$ cat config.mk
export PLATFORM = sky130hd
export DESIGN_NAME = stress_load_scheduler
export DESIGN_NICKNAME = d
export VERILOG_FILES = /design/src/rtl/stress_load_scheduler.sv
export SDC_FILE = /design/constraint.sdc
export NUM_CORES = 1
export LEC_CHECK = 0
export BUFFER_PORTS_ARGS = -buffer_cell sky130_fd_sc_hd__buf_2
export CAP_MARGIN = 20
export CELL_PAD_IN_SITES_DETAIL_PLACEMENT = 1
export CELL_PAD_IN_SITES_GLOBAL_PLACEMENT = 1
export CORE_UTILIZATION = 43
export CTS_CLUSTER_DIAMETER = 40
export DETAILED_ROUTE_END_ITERATION = 16
export GPL_TIMING_DRIVEN = 0
export PLACE_DENSITY_LB_ADDON = 0.1
export SYNTH_ARGS = -nofsm -noshare
export SYNTH_HDL_FRONTEND = slang
export SYNTH_SLANG_ARGS = --single-unit
$ cat constraint.sdc
create_clock -name clk -period 4 [get_ports clk]
set_input_delay 0.6 -clock clk [delete_from_list [all_inputs] [get_ports clk]]
set_output_delay 0.6 -clock clk [all_outputs]
set_load 0.05 [all_outputs]
$ cat src/rtl/stress_load_scheduler.sv
// Stress-fabric load scheduler: ramps the stress banks on one at a time,
// holds a plateau, then ramps them off again. This bounds di/dt on the core rail.
// An alarm sheds the whole load on the next edge.
//
// Ports:
//   clk, rst            clock; synchronous active-high reset
//   start, stop         run launch pulse / orderly ramp-down request
//   alarm               level; immediate shed, blocks start while high
//   target_level        plateau bank count (latched on start, clamped)
//   step_cycles         cycles per ramp step (latched on start, min 1)
//   hold_cycles         plateau length (latched on start, 0 acts as 1)
//   bank_en             registered thermometer enables, bank_en[i] = (i < level)
//   level               number of enabled banks
//   state               IDLE=0, RAMP_UP=1, HOLD=2, RAMP_DOWN=3, DONE=4
//   busy, done          state decodes (registered)
//   aborted             sticky alarm flag, cleared by an accepted start
//   active_cycles       saturating count of cycles with level > 0
module stress_load_scheduler #(
    parameter int unsigned NUM_BANKS = 8,
    parameter int unsigned LVL_W     = 4
) (
    input  logic                 clk,
    input  logic                 rst,
    input  logic                 start,
    input  logic                 stop,
    input  logic                 alarm,
    input  logic [LVL_W-1:0]     target_level,
    input  logic [15:0]          step_cycles,
    input  logic [31:0]          hold_cycles,
    output logic [NUM_BANKS-1:0] bank_en,
    output logic [LVL_W-1:0]     level,
    output logic [2:0]           state,
    output logic                 busy,
    output logic                 done,
    output logic                 aborted,
    output logic [31:0]          active_cycles
);

    localparam int unsigned CNT_W  = 32;
    localparam int unsigned STEP_W = 16;
    localparam int unsigned ACT_W  = 32;

    typedef enum logic [2:0] {
        S_IDLE      = 3'd0,
        S_RAMP_UP   = 3'd1,
        S_HOLD      = 3'd2,
        S_RAMP_DOWN = 3'd3,
        S_DONE      = 3'd4
    } state_t;

    state_t               state_q, state_d;
    logic [CNT_W-1:0]     cnt_q, cnt_d;
    logic [LVL_W-1:0]     tgt_q, tgt_d;
    logic [STEP_W-1:0]    step_q, step_d;
    logic [CNT_W-1:0]     hold_q, hold_d;
    logic [LVL_W-1:0]     level_d;
    logic                 aborted_d;
    logic [ACT_W-1:0]     active_d;
    logic [NUM_BANKS-1:0] bank_en_d;
    logic                 busy_d, done_d;

    logic [LVL_W-1:0]     tgt_in;
    logic [STEP_W-1:0]    step_in;
    logic                 step_hit, hold_hit;

    // Config sanitising applied at latch time
    assign tgt_in  = (target_level > LVL_W'(NUM_BANKS)) ? LVL_W'(NUM_BANKS) : target_level;
    assign step_in = (step_cycles == '0) ? STEP_W'(1) : step_cycles;

    // Terminal-count compares against latched config only
    assign step_hit = (cnt_q == (CNT_W'(step_q) - CNT_W'(1)));
    assign hold_hit = (hold_q == '0) ? (cnt_q == '0) : (cnt_q == (hold_q - CNT_W'(1)));

    assign state = state_q;

    // Next-state and next-output logic
    always_comb begin
        state_d   = state_q;
        level_d   = level;
        cnt_d     = cnt_q + CNT_W'(1);
        tgt_d     = tgt_q;
        step_d    = step_q;
        hold_d    = hold_q;
        aborted_d = aborted;
        active_d  = active_cycles;
        bank_en_d = '0;
        busy_d    = 1'b0;
        done_d    = 1'b0;

        if ((level != '0) && (active_cycles != '1)) begin
            active_d = active_cycles + ACT_W'(1);
        end

        if (alarm) begin
            // Shed overrides everything; in IDLE it only flags and blocks start
            aborted_d = 1'b1;
            cnt_d     = '0;
            if (state_q != S_IDLE) begin
                state_d = S_DONE;
                level_d = '0;
            end
        end else begin
            case (state_q)
                S_IDLE, S_DONE: begin
                    cnt_d = '0;
                    if (start) begin
                        tgt_d     = tgt_in;
                        step_d    = step_in;
                        hold_d    = hold_cycles;
                        aborted_d = 1'b0;
                        active_d  = '0;
                        level_d   = '0;
                        state_d   = (tgt_in != '0) ? S_RAMP_UP : S_DONE;
                    end
                end
                S_RAMP_UP: begin
                    if (stop) begin
                        state_d = S_RAMP_DOWN;
                    end else if (step_hit) begin
                        cnt_d   = '0;
                        level_d = level + LVL_W'(1);
                        if (level_d == tgt_q) begin
                            state_d = S_HOLD;
                        end
                    end
                end
                S_HOLD: begin
                    if (stop || hold_hit) begin
                        state_d = S_RAMP_DOWN;
                    end
                end
                S_RAMP_DOWN: begin
                    // A stop issued before the first step lands here at level 0
                    if (level == '0) begin
                        state_d = S_DONE;
                    end else if (step_hit) begin
                        cnt_d   = '0;
                        level_d = level - LVL_W'(1);
                        if (level_d == '0) begin
                            state_d = S_DONE;
                        end
                    end
                end
                default: begin
                    state_d = S_IDLE;
                    level_d = '0;
                end
            endcase
        end

        // Counter restarts on every state entry
        if (state_d != state_q) begin
            cnt_d = '0;
        end

        for (int unsigned i = 0; i < NUM_BANKS; i++) begin
            bank_en_d[i] = (i < 32'(level_d));
        end
        busy_d = (state_d == S_RAMP_UP) || (state_d == S_HOLD) || (state_d == S_RAMP_DOWN);
        done_d = (state_d == S_DONE);
    end

    // State and output registers
    always_ff @(posedge clk) begin
        if (rst) begin
            state_q       <= S_IDLE;
            cnt_q         <= '0;
            tgt_q         <= '0;
            step_q        <= STEP_W'(1);
            hold_q        <= '0;
            level         <= '0;
            bank_en       <= '0;
            busy          <= 1'b0;
            done          <= 1'b0;
            aborted       <= 1'b0;
            active_cycles <= '0;
        end else begin
            state_q       <= state_d;
            cnt_q         <= cnt_d;
            tgt_q         <= tgt_d;
            step_q        <= step_d;
            hold_q        <= hold_d;
            level         <= level_d;
            bank_en       <= bank_en_d;
            busy          <= busy_d;
            done          <= done_d;
            aborted       <= aborted_d;
            active_cycles <= active_d;
        end
    end

endmodule
# After elaboration in Yosys (flattened, before gate mapping)
# Cells that the tools add are included.
# Widths: inputs -> output; s select.
classes:
  eq_ne: 13
  reduce_logical: 19
  n_mux: 34
  n_addsub: 6
  order_cmp: 9
  n_bitwise: 1
op_table:
  columns: ["op", "count"]
  rows:
  - ["$mux 32", 7]
  - ["$pmux 32 s3", 1]
  - ["$add 32x1->32 const B", 2]
  - ["$eq 32x32->1", 2]
  - ["$logic_not 32->1", 2]
  - ["$mux 3", 11]
  - ["$mux 4", 8]
  - ["$ne 32x32->1 const B", 1]
  - ["$sub 32x1->32 const B", 1]
  - ["$sub 16x1->17 const B", 1]
  - ["$logic_not 16->1", 1]
  - ["$lt 3x4->1 const A", 4]
  - ["$mux 16", 1]
  - ["$pmux 4 s4", 1]
  - ["$eq 3x2->1 const B", 4]
  - ["$pmux 3 s4", 1]
  - ["$logic_not 4->1", 2]
  - ["$lt 1x4->1 const A", 2]
  - ["$lt 2x4->1 const A", 2]
  - ["$reduce_bool 4->1", 2]
  - ["$eq 3x1->1 const B", 2]
  - ["$eq 3x3->1 const B", 2]
  - ["$add 4x1->4 const B", 1]
  - ["$eq 4x4->1", 1]
  - ["other kinds (14)", 20]
word_totals:
  wordCells: 93
  output_inout_bits: 50
  regBits: 134

# Depth between registers and ports, before layout
# Gate-level depths: netlist (run 1).
depth:
  word_depth: 10
  mapped_depth: 14
  depth_no_buf: 12

# Worst setup path before layout (run 1)
# OpenSTA, ideal clock, no wires.
synth_path:
  path_type: "reg-to-reg"
  start: "register hold_q[16]"
  end: "register cnt_q[2]"
  arrival_ps: 3372
  path_buffers: 2
  t_required_ps: 3887
  setup_slack_ps: 515
  stages_incl_launch_ff: 12
  setup_time_ps: 113
  path_cell_list: "dfxtp_1 clkbuf_8 or4_1 nor4b_1 nand4_1 xnor2_1 or4_1 a2111o_1 o31a_1 a211oi_4 buf_6 nor2_1"
synth_via:
  elab_chain_cells: 9
  elab_cells_between_ends: 10
synth_rtl:
  columns: ["element", "line_no", "source"]
  rows:
  - ["start: declaration", "55", "logic [CNT_W-1:0] hold_q, hold_d;"]
  - ["start signal: assignment", "182", "hold_q <= hold_d;"]
  - ["$sub 32x1->32", "72", "assign hold_hit = (hold_q == '0) ? (cnt_q == '0) : (cnt_q == (hold_q - CNT_W'(1)));"]
  - ["$eq 32x32->1", "72", null]
  - ["$mux 1 *", "72", null]
  - ["$logic_or 1x1->1 *", "128", "if (stop || hold_hit) begin"]
  - ["$mux 3 *", "128", null]
  - ["$pmux 3 s4 *", "103", "case (state_q)"]
  - ["$mux 3 *", "94", "if (alarm) begin"]
  - ["$ne 3x3->1 *", "152", "if (state_d != state_q) begin"]
  - ["$reduce_or 3->1 (no line) *", null, null]
  - ["end signal: assignment", "179", "cnt_q <= cnt_d;"]
  - ["end: declaration", "52", "logic [CNT_W-1:0] cnt_q, cnt_d;"]
# Every way passes the cells marked *; elsewhere a longest branch is shown, timed or not.
# A chain may end at the register's enable or synchronous reset.

# Final worst setup path (run 1)
layout_path:
  start: "register step_q[2]"
  end: "register bank_en[6]"
layout_via:
  elab_chain_cells: 7
  elab_cells_between_ends: 9
layout_rtl:
  columns: ["element", "line_no", "source"]
  rows:
  - ["start: declaration", "54", "logic [STEP_W-1:0] step_q, step_d;"]
  - ["start signal: assignment", "181", "step_q <= step_d;"]
  - ["$sub 16x1->17 *", "71", "assign step_hit = (cnt_q == (CNT_W'(step_q) - CNT_W'(1)));"]
  - ["$eq 32x32->1 *", "71", null]
  - ["$mux 4 (on tied branches)", "136, 119", null]
  - ["$mux 4 (on tied branches)", "134, 117", null]
  - ["$pmux 4 s4 *", "103", null]
  - ["$mux 4 *", "94", null]
  - ["$lt 3x4->1 *", "157", "bank_en_d[i] = (i < 32'(level_d));"]
  - ["end signal: assignment", "184", "bank_en <= bank_en_d;"]
  - ["end: declaration", "30", "output logic [NUM_BANKS-1:0] bank_en,"]
# Marks and branches as above.

==> out/qor.txt, run 1 <==
Area occupied by multi-input gates - 0.00484 mm2
Seq/Total Area, Yosys - 0.338
Initial antenna violation count - 0
H-tree levels - 4
Fin cells - 1,405
Total power - 3.45 mW
Filler instances - 2,295
Clock Skews - 9.44 ps
Final core utilization - 0.519
Max_slew headroom - 0.268
Hold_ws - 411 ps
GPL Wtd Cong - 0.874
Tot GR Track Use - 0.263
Core area - 0.0180 mm2
DR vias - 7,774
Final setup fails - 0
Post-Syn Instances - 1,038
Yosys warning count - 0
Hpwl dp - 17.9 mm
Final hold vios - 0
CP Launch Type - flip-flop
First-pass GRT wire length - 38.3 mm
DR iter-0 viols - 226
Static Leak - 3.69 nW
Post-synth ARST share - 0
CP arrival - 4110 ps
Mapped Area - 0.00788 mm2
Largest net degree at the start of global routing - 17
Layout area overhead - 18.4%
Max Clk Rate - 0.262 GHz
CTS clock-pin slew for the worst setup and hold paths - 60 ps
Root buffer cell - clkbuf_16
Layout cells sized above 1 - 0.150
Status - completed
DR vias/cell - 5.53
Synth cell types - 79
Worst skew pair latency - 430 ps
Vias in the first global route - 7,618
Post-synth top flop - dfxtp_1
Drt pass-1 iters - 5
Worst-Margin Slew - 1090 ps
CTS Hold Bufs - 0
Port-buffer cells - 105
Number of remaining DRC errors - 0
CP required - 4290 ps
Peak VDD IR - 0.312 mV
MaxCap Viol Count - 0
Io pins - 107
Wire length per cell - 17.0 um
CP Max Fanout - 10
Remaining Overflow, GRT - 0
CP Class - reg2reg
#FFs+latches synth - 133
# placed instances - 1,373
Starting Density - 0.439
Sequential Area - 0.00266 mm2
Number of flops mapped to enable cells by yosys - 0
Clk sinks - 133
Routed Antenna Nets - 0
Final WL - 23.9 mm
Max clock buf depth - 2
CTS buffer count - 17
CTS tree - built
Nets - 1,229
PwrDens - 370 mW/mm2
Fin crit share - 0.954
CP cell instances - clkbuf_1 -> nor4_4 -> nand3b_1 -> or3b_2 -> a211oi_1 -> nand3_1 -> mux2i_1 -> a211o_1 -> o31ai_4 -> o21ai_0
Min-delay worst type - in2reg
Die width - 137 um
Synthesized netlist net count - 1,103
Row cnt - 49
Mean Syn Cell Area - 7.59 um2
Ant. Diodes - 0
Slew Limit Fails - 0
CP max stage cell - nor4_4
Minimum clock period - 3820 ps
RSZ-0062 raised after global routing - false
Die H - 137 um
Full die area - 0.0189 mm2
Nature of the critical path endpoint - flip-flop
Worst path max stage delay - 610 ps
[cell type report]
type	count	share of cell area
Multi-Input combinational cell	817	0.519
Sequential cell	133	0.285
Timing Repair Buffer	108	0.0587
Clock buffer	17	0.0456
Buffer	66	0.0357
Tap cell	229	0.0307
Clock inverter	14	0.0168
Inverter	21	0.00845
[cell usage in the layout, fill, tap and decap left out, types with 6 or more instances in the layout]
master | netlist | final
a21oi_1 | 71 | 71
a31oi_1 | 6 | 6
and3_1 | 13 | 13
and4_1 | 7 | 7
buf_2 | 0 | 105
clkbuf_1 | 57 | 56
clkbuf_16 | 0 | 17
dfxtp_1 | 133 | 133
ha_1 | 8 | 8
inv_1 | 21 | 21
mux2i_1 | 7 | 7
nand2_1 | 185 | 185
nand3_1 | 42 | 42
nand3b_1 | 13 | 13
nand4_1 | 27 | 27
nor2_1 | 120 | 120
nor2b_1 | 7 | 7
nor3_1 | 28 | 28
nor4_1 | 25 | 25
o21ai_0 | 22 | 21
o31ai_1 | 7 | 7
or3_1 | 12 | 12
or4_1 | 7 | 7
xnor2_1 | 71 | 71
xor2_1 | 48 | 48
[critical path, delay by kind of cell, from the launching register on]
kind	cells	cell delay, ps
AO/OA/AOI/OAI	4	1380
multiplexers	1	210
buffers and inverters	1	190
flip-flops	1	290
AND/OR/NAND/NOR	4	1610
[flip-flops by register name (all words and copies together) (netlist names)]
name           cells
aborted            1
hold_q            32
active_cycles     32
bank_en            8
tgt_q              4
done               1
busy               1
step_q            16
cnt_q             32
level              3
state              3
[per-layer routing]
layer / wire, um / vias to the layer above / track usage
met3: 1110 / 39 / 0.0607
met1: 10500 / 3735 / 0.305
met2: 11700 / 160 / 0.468
met4: 592 / 0 / 0.0989
met5: 0 / - / 0
li1: - / 3840 / -
[kinds of logic after synthesis]
family,after synthesis,share of synthesized area
simple gates,529,0.330
compound gates,154,0.126
flops,133,0.338
xor+xnor,119,0.132
buf+inv,88,0.0527
fa+ha+maj,8,0.0127
mux,7,0.00889
[synth_stat cells (8+ instances only)]
master,instances,share of area
a21oi_1,71,0.045
and3_1,13,0.010
clkbuf_1,57,0.027
dfxtp_1,133,0.34
ha_1,8,0.013
inv_1,21,0.010
nand2_1,185,0.088
nand3_1,42,0.027
nand3b_1,13,0.012
nand4_1,27,0.021
nor2_1,120,0.057
nor3_1,28,0.018
nor4_1,25,0.020
o21ai_0,22,0.014
or3_1,12,0.0095
xnor2_1,71,0.079
xor2_1,48,0.053
[repair_timing]
action,in CTS,in global routing
gates resized for setup,3,4
pin swaps,1,1
buffers inserted,2,0
setup endpoints to repair,39,39
endpoints found under the hold margin,0,0
[where the power goes]
part	switching [mW]	internal, mW
Combinational	0.309	0.203
Sequential	0.0346	1.35
Clock	0.635	0.919
[worst paths after layout]
path,startpoint,end,slack [ps],cells after the start
setup / recovery,step_q[2],bank_en[6],180,10
hold / removal,hold_cycles[24],hold_q[24],410,3
setup reg to reg,step_q[2],bank_en[6],180,10
hold reg to reg,aborted,aborted,470,2
[through the flow]
step / setup TNS [ps] / setup WS (ps) / instance area, um2
floorplan: 0 / 515 / 7880
global placement: -5960 / -217 / 8690
detailed placement: -9790 / -333 / 8700
CTS: 0 / 24.8 / 9300
global route: 0 / 11.7 / 9330
finish: 0 / 183 / 9330
(Power assumes the default switching activity.)
==> run 2, diff against run 1 <==
--- a/config.mk
+++ b/config.mk
@@ -13,7 +13,7 @@
 export CTS_CLUSTER_DIAMETER = 40
 export DETAILED_ROUTE_END_ITERATION = 16
 export GPL_TIMING_DRIVEN = 0
-export PLACE_DENSITY_LB_ADDON = 0.1
+export PLACE_DENSITY = 0.85
 export SYNTH_ARGS = -nofsm -noshare
 export SYNTH_HDL_FRONTEND = slang
 export SYNTH_SLANG_ARGS = --single-unit
==> out/qor.txt, run 2 (same netlist as run 1, synthesis figures left out) <==
Layout cells sized above 1 - 0.149
Total power - 3.46 mW
Final instance area - 0.00931 mm2
Status - completed
Routed Antenna Nets - 0
RR Endpoint - cnt_q[30]
Core area - 0.0180 mm2
Root buffer cell - clkbuf_16
Max clock buf depth - 2
Max_slew headroom - 0.264
DR iter-0 viols - 408
Vias in the first global route - 7,790
Top Registers - active_cycles: 32 flops, cnt_q: 32 flops, hold_q: 32 flops
Row cnt - 49
Die width - 137 um
Pre-CTS WS - -148 ps
Final Worst Setup Slack - 51.4 ps
Layout area overhead - 18.1%
Clk sinks - 133
Max Clk Rate - 0.253 GHz
Filler instances - 2,316
Wire length per cell - 17.3 um
CP Launch Type - flip-flop
Worst-Margin Slew - 1100 ps
Static Leak - 3.68 nW
DP Area - 0.00869 mm2
CP arrival - 4260 ps
Clock Skews - 7.52 ps
Port-buffer cells - 105
CTS buffer count - 17
Final WL - 24.3 mm
Final core utilization - 0.518
H-tree levels - 4
Worst skew pair latency - 430 ps
Worst-case reg-to-reg path depth - 11
Ant. Diodes - 0
Final hold vios - 0
Minimum clock period - 3950 ps
Nature of the critical path endpoint - flip-flop
Full die area - 0.0189 mm2
Sequential Area - 0.00266 mm2
Nets - 1,228
Setup_tns - 0 ps
Fin crit share - 0.987
Hold_ws - 410 ps
CTS tree - built
WHS Endpoint - hold_q[0]
Number of remaining DRC errors - 0
Largest net degree at the start of global routing - 17
First-pass GRT wire length - 38.8 mm
PwrDens - 372 mW/mm2
Drt pass-1 iters - 5
Final setup fails - 0
Remaining Overflow, GRT - 0
Hold Crit Start - hold_cycles[0]
# placed instances - 1,372
CP Max Fanout - 10
Peak VDD IR - 0.325 mV
CTS clock-pin slew for the worst setup and hold paths - 60 ps
Area occupied by multi-input gates - 0.00483 mm2
Min-delay worst type - in2reg
Starting Density - 0.439
Fin cells - 1,404
Initial antenna violation count - 0
CP Class - reg2reg
GPL Wtd Cong - 0.880
Commonest non-fill, non-tap cell in the layout - nand2_1
CP required - 4310 ps
Slew Limit Fails - 0
Tot GR Track Use - 0.266
R2R Setup Slk - 50 ps
Hold depth - 3
DR vias - 7,917
Worst r2r src - hold_q[16]
Die H - 137 um
Hpwl dp - 17.9 mm
MaxCap Viol Count - 0
Most frequent cells in the layout - 185 x nand2_1, 133 x dfxtp_1, 120 x nor2_1
Io pins - 107
DR vias/cell - 5.64
[run 2: cell type report]
| cell class | instances | share of cell area |
|---|---|---|
| Buffer | 66 | 0.0359 |
| Clock buffer | 17 | 0.0457 |
| Clock inverter | 14 | 0.0164 |
| Inverter | 21 | 0.00847 |
| Multi-Input combinational cell | 817 | 0.519 |
| Sequential cell | 133 | 0.286 |
| Tap cell | 229 | 0.0308 |
| Timing Repair Buffer | 107 | 0.0581 |
[run 2: layer usage]
layer	global-route usage	share of wire	vias to the layer above
li1	-	-	3840
met1	0.316	0.44	3872
met2	0.483	0.50	181
met3	0.0511	0.048	24
met4	0.0757	0.014	0
met5	0	0	-
[run 2: critical path, cell delays in order (launching register included)]
cell and delay (ps):
dfxtp_1 300, clkbuf_8 150, or4_1 600, nor4b_1 590, nand4_1 190, xnor2_1 170
or4_1 510, a2111o_1 460, o31a_1 290, a211oi_4 300, buf_6 210, nor2_1 60
[run 2: power breakdown]
group	leakage [nW]	switching [mW]	internal [mW]
registers	1.08	0.0349	1.35
logic	2.33	0.311	0.200
clock network	0.273	0.639	0.920
total	3.68	0.985	2.47
[run 2: worst max path at each step]
stage,from,to,slack (ps)
after floorplan,hold_q[16],cnt_q[2],520
final,hold_q[16],cnt_q[30],50
after global placement,step_q[0],cnt_q[2],-40
after global routing,step_q[2],bank_en[6],-0.5
after CTS,step_q[0],cnt_q[30],7
after detailed placement,step_q[0],cnt_q[30],-150
[run 2: timing repair]
item / 4_1_cts / 5_1_grt
resized for setup: 1 / 7
setup endpoints to repair: 34 / 42
endpoints found under the hold margin: 0 / 0
hold buffers: 0 / 0
buffers inserted: 1 / 1
gates cloned: 0 / 0
pin swaps: 1 / 1
==> run 3, diff against run 2 <==
--- a/config.mk
+++ b/config.mk
@@ -9,11 +9,11 @@
 export CAP_MARGIN = 20
 export CELL_PAD_IN_SITES_DETAIL_PLACEMENT = 1
 export CELL_PAD_IN_SITES_GLOBAL_PLACEMENT = 1
-export CORE_UTILIZATION = 43
+export CORE_UTILIZATION = 46
 export CTS_CLUSTER_DIAMETER = 40
 export DETAILED_ROUTE_END_ITERATION = 16
 export GPL_TIMING_DRIVEN = 0
-export PLACE_DENSITY = 0.85
+export PLACE_DENSITY = 0.9
 export SYNTH_ARGS = -nofsm -noshare
 export SYNTH_HDL_FRONTEND = slang
 export SYNTH_SLANG_ARGS = --single-unit
==> constraint.sdc (replaced) <==
create_clock -name clk -period 4.6 [get_ports clk]
set_input_delay 0.69 -clock clk [delete_from_list [all_inputs] [get_ports clk]]
set_output_delay 0.69 -clock clk [all_outputs]
set_load 0.05 [all_outputs]
==> out/qor.txt, run 3 (same netlist as run 1, synthesis figures left out) <==
Wire length per cell - 17.9 um
Top delay family on crit path - simple AND/OR/NAND/NOR gates
Fin crit share - 0.890
CP Launch Type - flip-flop
Layout cells sized above 1 - 0.146
CP cell instances - clkbuf_1 -> inv_1 -> ha_1 -> clkbuf_1 -> nor3b_2 -> nand4_1 -> or4_1 -> o21ai_0 -> nand4_1 -> o31ai_1 -> a21oi_1 -> a211oi_4 -> buf_6 -> nor2_1
Full die area - 0.0177 mm2
# placed instances - 1,363
CP Class - reg2reg
Io pins - 107
PwrDens - 326 mW/mm2
CP arrival - 4420 ps
Max Clk Rate - 0.244 GHz
Top Registers - active_cycles: 32 flops, cnt_q: 32 flops, hold_q: 32 flops
RR Endpoint - cnt_q[6]
Min-delay worst type - reg2reg
Critical Path Source - step_q[0]
Peak VDD IR - 0.296 mV
Hpwl dp - 18.2 mm
MaxCap Viol Count - 0
Most frequent cells in the layout - 185 x nand2_1, 133 x dfxtp_1, 120 x nor2_1
Hold_ws - 476 ps
Root buffer cell - clkbuf_16
Row cnt - 47
GPL Wtd Cong - 0.894
Initial antenna violation count - 0
Commonest non-fill, non-tap cell in the layout - nand2_1
Status - completed
Cells resized by post-CTS repair - 0
Worst skew pair latency - 440 ps
Minimum clock period - 4090 ps
Max_slew headroom - 0.221
Die H - 133 um
Die width - 133 um
Remaining Overflow, GRT - 0
Worst path depth - 14
Post-CTS setup buffers - 0
Worst Path Buf+Inv - 4
DR vias/cell - 5.75
Max clock buf depth - 2
CP max stage cell - or4_1
H-tree levels - 4
First-pass GRT wire length - 40.9 mm
Largest net degree at the start of global routing - 17
Critical Path Sink - cnt_q[6]
CP Max Fanout - 10
Nature of the critical path endpoint - flip-flop
Ant. Diodes - 0
Port-buffer cells - 105
Static Leak - 3.68 nW
CTS tree - built
DR iter-0 viols - 433
Clock Skews - 12.1 ps
Starting Density - 0.473
Vias in the first global route - 8,268
Clk sinks - 133
Slew Limit Fails - 0
Nets - 1,228
Tot GR Track Use - 0.291
CTS clock-pin slew for the worst setup and hold paths - 60 ps
Drt pass-1 iters - 5
CP required - 4930 ps
R2R Setup Slk - 510 ps
CTS Hold Bufs - 0
Number of remaining DRC errors - 0
DR vias - 8,026
Final hold vios - 0
Fin cells - 1,396
Final core utilization - 0.558
Core area - 0.0166 mm2
RSZ-0062 raised after global routing - false
Worst-case reg-to-reg path depth - 14
Final WL - 25.1 mm
Worst path max stage delay - 580 ps
Total power - 3.03 mW
Routed Antenna Nets - 0
Worst r2r src - step_q[0]
Layout area overhead - 17.8%
Worst-Margin Slew - 1160 ps
CTS buffer count - 17
Final setup fails - 0
Setup_tns - 0 ps
## run 3: cell count changes in the layout (fill, tap and decap cells not counted), sizes merged
| cell | before | now |
|---|---|---|
| clkbuf | 75 | 78 |
| clkinv | 4 | 6 |
| clkinvlp | 4 | 2 |
| buf | 113 | 112 |
| inv | 25 | 24 |
## run 3: worst register-to-register path, stage by stage, from the launching register on
cell	delay, ps
dfxtp_1	310
clkbuf_1	210
inv_1	110
ha_1	140
clkbuf_1	270
nor3b_2	340
nand4_1	170
or4_1	580
o21ai_0	290
nand4_1	380
o31ai_1	380
a21oi_1	160
a211oi_4	360
buf_6	220
nor2_1	70
## run 3: how the worst min path moves through the flow
stage / slack, ps / endpoint / depth (start not counted) / startpoint
3_3_place_gp: 450 / aborted / 2 / aborted
4_1_cts: 480 / tgt_q[0] / 2 / tgt_q[0]
6_report: 480 / tgt_q[0] / 2 / tgt_q[0]
5_1_grt: 500 / tgt_q[0] / 2 / tgt_q[0]
2_1_floorplan: 440 / tgt_q[0] / 2 / tgt_q[0]
3_5_place_dp: 470 / tgt_q[1] / 2 / tgt_q[1]
## run 3: cell type report
cell class | instances | area [um2]
plain buffers | 67 | 337
clock inverters | 13 | 150
multi-input cells | 817 | 4810
inverters | 21 | 78.8
well taps | 220 | 275
fillers | 2175 | 7360
flip-flops and latches | 133 | 2660
clock buffers | 19 | 443
repair buffers | 106 | 531
## run 3: report_power, final
group / internal (mW) / total (mW) / switching [mW]
Clock: 0.819 / 1.38 / 0.563
Sequential: 1.18 / 1.21 / 0.0304
Combinational: 0.169 / 0.440 / 0.271
Total: 2.17 / 3.03 / 0.865
## run 3: metrics by stage
step	setup slack [ps]	instance area (um2)
5_1_grt	139	9280
3_5_place_dp	419	8680
2_1_floorplan	1120	7880
4_1_cts	382	9270
3_3_place_gp	549	8680
6_report	507	9280
## run 3: routing by layer
layer | global-route usage | share of wire | vias to the layer above
met2 | 0.518 | 0.49 | 234
met5 | 0 | 0 | -
met3 | 0.0632 | 0.053 | 58
li1 | - | - | 3843
met4 | 0.134 | 0.032 | 0
met1 | 0.330 | 0.42 | 3891
